$ cat config.mk
export PLATFORM = sky130hd
export DESIGN_NAME = mux_counter_ctrl
export DESIGN_NICKNAME = d
export VERILOG_FILES = /design/src/rtl/mux_counter_ctrl.sv
export SDC_FILE = /design/constraint.sdc
export NUM_CORES = 1
export LEC_CHECK = 0
export ABC_CLOCK_PERIOD_IN_PS = 2800
export BUFFER_PORTS_ARGS = -buffer_cell sky130_fd_sc_hd__buf_2
export CAP_MARGIN = 20
export CORE_UTILIZATION = 30
export DETAILED_ROUTE_END_ITERATION = 8
export PLACE_DENSITY = 0.45
export SYNTH_ARGS = -nofsm -noshare
export SYNTH_HDL_FRONTEND = slang
export SYNTH_SLANG_ARGS = --single-unit
$ cat constraint.sdc
create_clock -name CLK -period 2.8 [get_ports CLK]
set_input_delay 0 -clock CLK [delete_from_list [all_inputs] [get_ports CLK]]
set_output_delay 0 -clock CLK [all_outputs]
set_load 0.005 [all_outputs]
$ cat src/rtl/mux_counter_ctrl.sv
// rtl/mux_counter_ctrl.sv - capture, BCD conversion and multiplexed display sequencer for a 10-bit event counter
//
// Ports:
//   CLK        sole clock, rising edge
//   RST        synchronous reset, active-low
//   COUNT      counter value to capture, binary 0..1023
//   CAPTURE    capture request, sampled every edge
//   BUSY       high while a captured value is being converted
//   DONE       one-cycle pulse when new display digits are valid
//   CNT_CLR    one-cycle active-high clear to the counter
//   DIGIT_EN   one-hot digit enable (bit 0 = ones), zero when the digit is blanked
//   DIGIT_BCD  BCD value of the selected digit
module mux_counter_ctrl #(
    parameter int SCAN_DIV         = 1000,
    parameter bit CLEAR_ON_CAPTURE = 1'b1,
    parameter bit BLANK_LZ         = 1'b1
) (
    input  logic       CLK,
    input  logic       RST,
    input  logic [9:0] COUNT,
    input  logic       CAPTURE,
    output logic       BUSY,
    output logic       DONE,
    output logic       CNT_CLR,
    output logic [3:0] DIGIT_EN,
    output logic [3:0] DIGIT_BCD
);

    typedef enum logic {IDLE, CONV} state_t;

    localparam logic [15:0] SCAN_LAST = 16'(SCAN_DIV - 1);

    state_t      state;
    logic [9:0]  shadow;
    logic [15:0] scratch;
    logic [3:0]  step;
    logic [15:0] disp;
    logic [15:0] presc;
    logic [1:0]  index;

    logic [15:0] adj;
    logic [15:0] scratch_next;
    logic        last_step;
    logic [15:0] disp_next;
    logic        presc_wrap;
    logic [1:0]  index_next;
    logic        blank;
    logic [3:0]  en_next;
    logic [3:0]  bcd_next;

    // One shift-add-3 step: correct every nibble >= 5 before the shift so
    // it carries into the next BCD digit instead of exceeding 9.
    always_comb begin
        adj = scratch;
        for (int i = 0; i < 4; i++) begin
            if (scratch[4*i +: 4] >= 4'd5) begin
                adj[4*i +: 4] = scratch[4*i +: 4] + 4'd3;
            end
        end
        scratch_next = {adj[14:0], shadow[9]};
        last_step    = (step == 4'd9);
    end

    // Digit outputs are registered from next-state values so the bus shows
    // the new index and the new digits on the same edge they change.
    always_comb begin
        disp_next  = (state == CONV && last_step) ? scratch_next : disp;
        presc_wrap = (presc == SCAN_LAST);
        index_next = presc_wrap ? index + 2'd1 : index;
        bcd_next   = disp_next[{index_next, 2'b00} +: 4];
        blank      = 1'b0;
        case (index_next)
            2'd1:    blank = (disp_next[15:4]  == 12'd0);
            2'd2:    blank = (disp_next[15:8]  == 8'd0);
            2'd3:    blank = (disp_next[15:12] == 4'd0);
            default: blank = 1'b0;
        endcase
        en_next = (BLANK_LZ && blank) ? 4'b0000 : (4'b0001 << index_next);
    end

    always_ff @(posedge CLK) begin
        if (!RST) begin
            state     <= IDLE;
            shadow    <= '0;
            scratch   <= '0;
            step      <= '0;
            disp      <= '0;
            presc     <= '0;
            index     <= '0;
            BUSY      <= 1'b0;
            DONE      <= 1'b0;
            CNT_CLR   <= 1'b0;
            DIGIT_EN  <= 4'b0001;
            DIGIT_BCD <= 4'd0;
        end else begin
            presc     <= presc_wrap ? 16'd0 : presc + 16'd1;
            index     <= index_next;
            disp      <= disp_next;
            DIGIT_EN  <= en_next;
            DIGIT_BCD <= bcd_next;
            DONE      <= 1'b0;
            CNT_CLR   <= 1'b0;
            case (state)
                IDLE: begin
                    if (CAPTURE) begin
                        state   <= CONV;
                        shadow  <= COUNT;
                        scratch <= '0;
                        step    <= '0;
                        BUSY    <= 1'b1;
                        CNT_CLR <= CLEAR_ON_CAPTURE;
                    end
                end
                CONV: begin
                    scratch <= scratch_next;
                    shadow  <= {shadow[8:0], 1'b0};
                    step    <= step + 4'd1;
                    if (last_step) begin
                        DONE <= 1'b1;
                        // The completing edge already counts as idle, so a
                        // request here starts the next conversion directly.
                        if (CAPTURE) begin
                            shadow  <= COUNT;
                            scratch <= '0;
                            step    <= '0;
                            CNT_CLR <= CLEAR_ON_CAPTURE;
                        end else begin
                            state <= IDLE;
                            BUSY  <= 1'b0;
                        end
                    end
                end
                default: state <= IDLE;
            endcase
        end
    end

endmodule

==> results of run 1 <==
placed cells by master, fill, tap and decap left out, drive strengths merged, types with 11 or more instances in the layout:
cell type	instances
dfxtp	76
nor2	71
nand2	40
buf	36
a21oi	27
o21ai	19
inv	12
xnor2	12
clkbuf	12
nand3	11
ha	11
dlygate4sd3	11
layer usage:
layer	up-vias	track usage, %	wire, um
met2	42	22.1	3730
li1	1514	-	-
met3	6	5.17	231
met5	-	0	0
met1	1342	18.3	3980
met4	0	6.30	93
cells by family after synthesis:
| logic type | share of synthesized area, % |
|---|---|
| flip-flops | 43.2 |
| buffers and inverters | 4.05 |
| XOR/XNOR | 5.22 |
| adder cells (fa/ha/maj) | 3.91 |
| AND/OR/NAND/NOR | 23.9 |
| multiplexers | 3.41 |
| AO/OA/AOI/OAI | 16.3 |
cell usage after synthesis (all sizes together) (8+ instances only):
master  number  area share (%)
xnor2       12             3.0
nor3        10             1.4
a311oi       9             2.2
nand3       11             1.6
a211oi       8             1.8
dfxtp       76              43
a21oi       27             3.8
inv         12             1.3
ha          11             3.9
o21ai       19             2.7
clkbuf      18             1.9
nor2        71             7.6
nand2       40             4.3
nand2b       8             1.4
xor2         9             2.2
per-stage QoR:
step | hold slack (ps) | worst slack, ps
3_5_place_dp | 271 | 295
4_1_cts | 47.5 | 284
6_report | 54.3 | 291
2_1_floorplan | 97.5 | 597
5_1_grt | 59.6 | 62.4
3_3_place_gp | 277 | 369
flip-flops by register name (all words and copies together), names as in the netlist:
signal / flops
disp: 16
DONE: 1
DIGIT_BCD: 4
step: 4
presc: 16
shadow: 10
state: 1
CNT_CLR: 1
DIGIT_EN: 4
index: 2
scratch: 16
BUSY: 1
critical path, cell delays in order, from the launching register on:
cell and delay (ps):
dfxtp_1 330, or4_4 550, nor4_4 480, xnor2_2 430, and2b_1 280, a211oi_2 230, o32ai_2 100
power by group:
group	switching (mW)	internal [mW]	leakage (nW)
combinational	0.0725	0.0481	0.895
sequential	0.0144	1.10	0.616
clock	0.442	0.850	0.169
timing repair:
action	in CTS	in global routing
hold buffers	11	0
endpoints found under the hold margin	12	0
buffers inserted	0	0
final timing paths:
| path | startpoint | to | slack [ps] | depth (start not counted) |
|---|---|---|---|---|
| setup reg to reg | presc[13]$_SDFF_PP0_ | DIGIT_BCD[0]$_SDFF_PN0_ | 290 | 6 |
| hold / removal | RST | BUSY$_SDFFE_PN0P_ | 50 | 3 |
| setup / recovery | presc[13]$_SDFF_PP0_ | DIGIT_BCD[0]$_SDFF_PN0_ | 290 | 6 |
| hold reg to reg | presc[0]$_SDFF_PP0_ | presc[0]$_SDFF_PP0_ | 460 | 1 |
layout make-up:
| type | instances | area share (%) |
|---|---|---|
| Inverter | 13 | 1.14 |
| Multi-Input combinational cell | 305 | 43.6 |
| Sequential cell | 76 | 35.6 |
| Timing Repair Buffer | 47 | 7.55 |
| Clock buffer | 12 | 6.24 |
| Tap cell | 143 | 4.19 |
| Clock inverter | 4 | 1.64 |
==> reports/results.ini, run 1 <==
[yosys]
synth-seq-cells=76
synth.distinct_cells=53
yosysWarningCount=0
synth_edf_count=0
synthArstFlopShare_pct=0
syn_nets=440
yosysSeqAreaShare_pct=43.2
synth_cells=416
synth_flop_cell=dfxtp_1
syn_area_um2=3520
syn_avg_cell_area_um2=8.47

[timing]
period_share_pct=89.6
hold_viol_final=0
rsz0062_at_grt=no
worstMarginPinSlew_ps=1010
slew_headroom_pct=32.3
maxSlewViolCount=0
setup_tns_ps=0
clock.fmax_mhz=399
skew_ps=5.12
setup_viol=0
layout_min_cycle_time_ps=2510

[worst_setup_path]
cp-end-kind=flop
arrival_ps=2720
crit_type=flop to flop
critPathLaunchType=flop
crit_required_ps=3020
crit_fanout=20

[cells_and_area]
fin_cells=600
fin_area_um2=4270
nFillCells=1199
antenna_cells=0
syn_to_final_growth_pct=21.3
regArea_um2=1520
drive_gt1_share_pct=14.4
nets=476
multi_input_area_um2=1870
final_util_pct=37.4

[pwr]
vdd_drop_max_mv=0.382
power_density_nw_per_um2=592
power_leakage_nw=1.68
power_mw=2.53

[placed_design]
io_buffers=23
gp_congestion=0.764
place_area_um2=3830
place_hpwl_um=5520
placedCellCount=573

[die]
die_x_um=110
start_util_pct=30.8
ios=24
die_h_um=110
die-area_um2=12200
rows=39
placeableCoreArea_um2=11400

[grt]
grt_usage_pct=14.5
grt_max_degree=29
gr-total-overflow=0
grt_pass1_wl_um=13200
grt_pass1_vias=2709
antenna_found_initial=0

[flow_run]
maxCapViolCount=0

[cts]
insertion_delay_ps=330
cts_htree_levels=3
root_buffer=clkbuf_16
clock_sinks=76
tritoncts=yes
cts_resized=0
clk_pin_slew_ps=60
clock_path_buffers=2
cts_buffers=9

[route]
vias=2904
viasPerCell=4.84
wire_per_inst_um=13.4
drt-total-wl_um=8040
detail_route.drc_violations=0
first_iter_violations=132
ant_nets=0
drt_first_pass_iters=4

[run_status]
status=finished clean

[worst_hold_path]
hp-class=input port to flop

Power figures use the tool's default switching activity.
==> inputs of run 2 (changes only) <==
CAP_MARGIN = not set   (was 20)
CORE_ASPECT_RATIO = 0.9   (was not set)
SLEW_MARGIN = 20   (was not set)
==> reports/results.ini, run 2 (same netlist as run 1, synthesis figures left out) <==
[route]
drt-total-wl_um=8060
viasPerCell=4.79
drt_first_pass_iters=4
ant_nets=0
detail_route.drc_violations=0
vias=2934
first_iter_violations=121
wire_per_inst_um=13.2

[grt]
grt_max_degree=22
grt_pass1_vias=2785
grt_pass1_wl_um=14000
grt_usage_pct=15.0
gr-total-overflow=0
antenna_found_initial=0

[die]
ios=24
rows=37
die_h_um=105
die-area_um2=12200
start_util_pct=30.8
placeableCoreArea_um2=11400
die_x_um=116

[run_status]
status=finished clean

[worst_setup_path]
critPathLaunchType=flop
r2r_setup_slack_ps=290
reg2reg_to=DIGIT_BCD[0]$_SDFF_PN0_
critPathMaxStageDelay_ps=550
arrival_ps=2730
cp_slowest_cell=or4_4
crit_required_ps=3030
r2r.worst_path.cells=6
reg2reg_from=presc[13]$_SDFF_PP0_
crit_path_start=presc[13]$_SDFF_PP0_
path_cells=or4_4 > nor4_4 > xnor2_2 > and2b_1 > a211oi_2 > o32ai_2
crit_fanout=20
crit_type=flop to flop
cp-end-kind=flop

[cts]
post_cts_buffers=0
cts_resized=0
root_buffer=clkbuf_16
cts_htree_levels=3
clk_pin_slew_ps=60
clock_path_buffers=2
tritoncts=yes
cts_buffers=9
clock_sinks=76
insertion_delay_ps=340

[placed_design]
gp_congestion=0.754
place_hpwl_um=5590
io_buffers=23
place_area_um2=3840
place_ws_ps=302

[pwr]
vdd_drop_max_mv=0.249
power_leakage_nw=1.67
power_density_nw_per_um2=581

[timing]
skew_ps=9.44
layout_min_cycle_time_ps=2510
setup_tns_ps=0
setup_viol=0
slew_headroom_pct=34.9
hold_slack_ps=44.0
maxSlewViolCount=0
period_share_pct=89.6
hold_viol_final=0
rsz0062_at_grt=no
clock.fmax_mhz=399
worstMarginPinSlew_ps=972
setup_ws_ps=292

[worst_hold_path]
hp-class=input port to flop
min_delay_worst_endpoint=disp[4]$_SDFF_PN0_
min_from=RST
hold_depth=3

[cells_and_area]
drive_gt1_share_pct=14.0
final_cell_mix=dfxtp_1, nor2_1, nand2_1
final_util_pct=37.3
layout_commonest_cell=dfxtp_1
nFillCells=1217
top_regs=disp (16), presc (16), scratch (16)
antenna_cells=0
fin_area_um2=4270
nets=476
syn_to_final_growth_pct=21.2

[flow_run]
maxCapViolCount=0

==> run 2: how the worst max path moves through the flow <==
stage	depth (start not counted)	end	slack (ps)
after floorplan	6	DIGIT_BCD[0]$_SDFF_PN0_	600
after global placement	6	DIGIT_BCD[0]$_SDFF_PN0_	370
after detailed placement	6	DIGIT_BCD[0]$_SDFF_PN0_	300
after CTS	6	DIGIT_BCD[0]$_SDFF_PN0_	290
after global routing	6	DIGIT_BCD[2]$_SDFF_PN0_	170
final	6	DIGIT_BCD[0]$_SDFF_PN0_	290
==> run 2: cell type report <==
type                            count  area [um2]  area share, %
Inverter                           13        48.8           1.14
Multi-Input combinational cell    305        1870           43.7
Timing Repair Buffer               47         323           7.56
Sequential cell                    76        1520           35.6
Clock inverter                      4        73.8           1.73
Clock buffer                       11         243           5.68
Tap cell                          156         195           4.57
==> run 2: repair_timing <==
action                                  4_1_cts  5_1_grt
hold buffers                                 11        0
endpoints found under the hold margin        12        0
endpoints found under the setup margin        0        0
==> run 2: worst max-delay path: cells and delay by family (launching register included) <==
| family | cells | cell delay, ps |
|---|---|---|
| AO/OA/AOI/OAI | 2 | 320 |
| XOR/XNOR | 1 | 420 |
| flip-flops | 1 | 330 |
| AND/OR/NAND/NOR | 3 | 1330 |
==> run 2: report_power, final <==
part | switching, mW | internal, mW
clock | 0.443 | 0.799
combinational | 0.0736 | 0.0480
sequential | 0.0149 | 1.10
total | 0.531 | 1.95
==> run 2: metal layers <==
layer / GRT usage (%) / up-vias / routed length [um]
met3: 4.23 / 9 / 236
met4: 6.04 / 0 / 130
met2: 22.5 / 33 / 3570
met5: 0 / - / 0
li1: - / 1519 / -
met1: 19.9 / 1373 / 4120
==> run 2: metrics by stage <==
step           power [mW]  instances
2_1_floorplan        1.21        416
3_3_place_gp         1.25        586
3_5_place_dp         1.25        586
4_1_cts              2.52        612
5_1_grt              2.59        612
6_report             2.48        612
==> inputs of run 3 (changes only) <==
CAP_MARGIN = 20   (was not set)
PLACE_DENSITY = 0.53   (was 0.45)
==> reports/results.ini, run 3 (same netlist as run 1, synthesis figures left out) <==
[route]
drt_first_pass_iters=4
ant_nets=0
viasPerCell=4.78
wire_per_inst_um=12.6
vias=2914
detail_route.drc_violations=0
drt-total-wl_um=7690
first_iter_violations=172

[placed_design]
place_hpwl_um=5260
placedCellCount=582
gp_congestion=0.773
io_buffers=23
place_area_um2=3810

[cts]
clk_pin_slew_ps=60
insertion_delay_ps=330
cts_resized=0
root_buffer=clkbuf_16
cts_htree_levels=3
tritoncts=yes
cts_buffers=9
clock_path_buffers=2
clock_sinks=76

[run_status]
status=finished clean

[timing]
slew_headroom_pct=33.0
hold_viol_final=0
hold_slack_ps=53.8
setup_tns_ps=0
period_share_pct=89.8
rsz0062_at_grt=no
worstMarginPinSlew_ps=1000
maxSlewViolCount=0
setup_viol=0
clock.fmax_mhz=398
layout_min_cycle_time_ps=2510
skew_ps=7.72

[pwr]
vdd_drop_max_mv=0.260
power_leakage_nw=1.63
power_density_nw_per_um2=562

[cells_and_area]
syn_to_final_growth_pct=20.0
top_regs=disp (16), presc (16), scratch (16)
nFillCells=1186
fin_area_um2=4230
drive_gt1_share_pct=13.2
nets=473
final_cell_mix=dfxtp_1, nor2_1, nand2_1
antenna_cells=0
layout_commonest_cell=dfxtp_1
fin_cells=609

[worst_setup_path]
crit_type=flop to flop
crit_fanout=20
cp-end-kind=flop
r2r_setup_slack_ps=290
crit_required_ps=3010
critPathLaunchType=flop
arrival_ps=2720

[die]
start_util_pct=30.8
die_h_um=105
die-area_um2=12200
die_x_um=116
rows=37
placeableCoreArea_um2=11400
ios=24

[grt]
grt_pass1_vias=2751
grt_busiest_layer=met2
gr-total-overflow=0
grt.met1_usage_pct=19.0
use_met3_pct=3.89
grt_use_met2_pct=20.5
grt_max_degree=24
grt_pass1_wl_um=13200
grt_usage_pct=14.0
antenna_found_initial=0

[flow_run]
maxCapViolCount=0

[worst_hold_path]
hp-class=input port to flop

[run 3: per-stage QoR]
stage	utilization [%]	power (mW)	setup WS, ps
after floorplan	-	1.21	597
after global placement	33.4	1.25	375
after detailed placement	33.4	1.25	319
after CTS	37.0	2.41	303
after global routing	37.0	2.48	137
final	37.0	2.37	286
[run 3: per-layer routing]
| layer | vias up | part of all wire, % |
|---|---|---|
| met2 | 34 | 43 |
| met3 | 10 | 3.0 |
| met5 | - | 0 |
| met1 | 1358 | 52 |
| met4 | 0 | 1.9 |
| li1 | 1512 | - |
[run 3: final cells by class]
cell class | count | area, um2 | share of cell area, %
multi-input combinational | 305 | 1870 | 44.1
tap | 156 | 195 | 4.62
clock buffer | 11 | 243 | 5.74
sequential | 76 | 1520 | 36.0
timing repair buffer | 44 | 303 | 7.16
inverter | 13 | 48.8 | 1.15
clock inverter | 4 | 50.0 | 1.18
[run 3: path summary, 6_finish.rpt]
check,cells after the start,end,start
worst max-delay path,6,DIGIT_BCD[0]$_SDFF_PN0_,presc[13]$_SDFF_PP0_
worst min-delay path,3,disp[4]$_SDFF_PN0_,RST
worst max register to register,6,DIGIT_BCD[0]$_SDFF_PN0_,presc[13]$_SDFF_PP0_
worst min register to register,1,presc[0]$_SDFF_PP0_,presc[0]$_SDFF_PP0_
[run 3: power by group]
| group | total (mW) | internal [mW] | switching, mW |
|---|---|---|---|
| clock | 1.14 | 0.708 | 0.431 |
| combinational | 0.116 | 0.0465 | 0.0692 |
| sequential | 1.12 | 1.10 | 0.0168 |
| total | 2.37 | 1.86 | 0.518 |
[run 3: worst max-delay path, cell delays in order (launching register included)]
cell      delay (ps)
dfxtp_1          340
or4_4            550
nor4_4           480
xnor2_2          420
and2b_1          280
a211oi_2         210
o32ai_2          110
[run 3: timing repair]
action / in CTS / in global routing
hold buffers: 12 / 0
hold endpoints to repair: 12 / 0
setup buffers: 0 / 0
setup endpoints to repair: 0 / 0
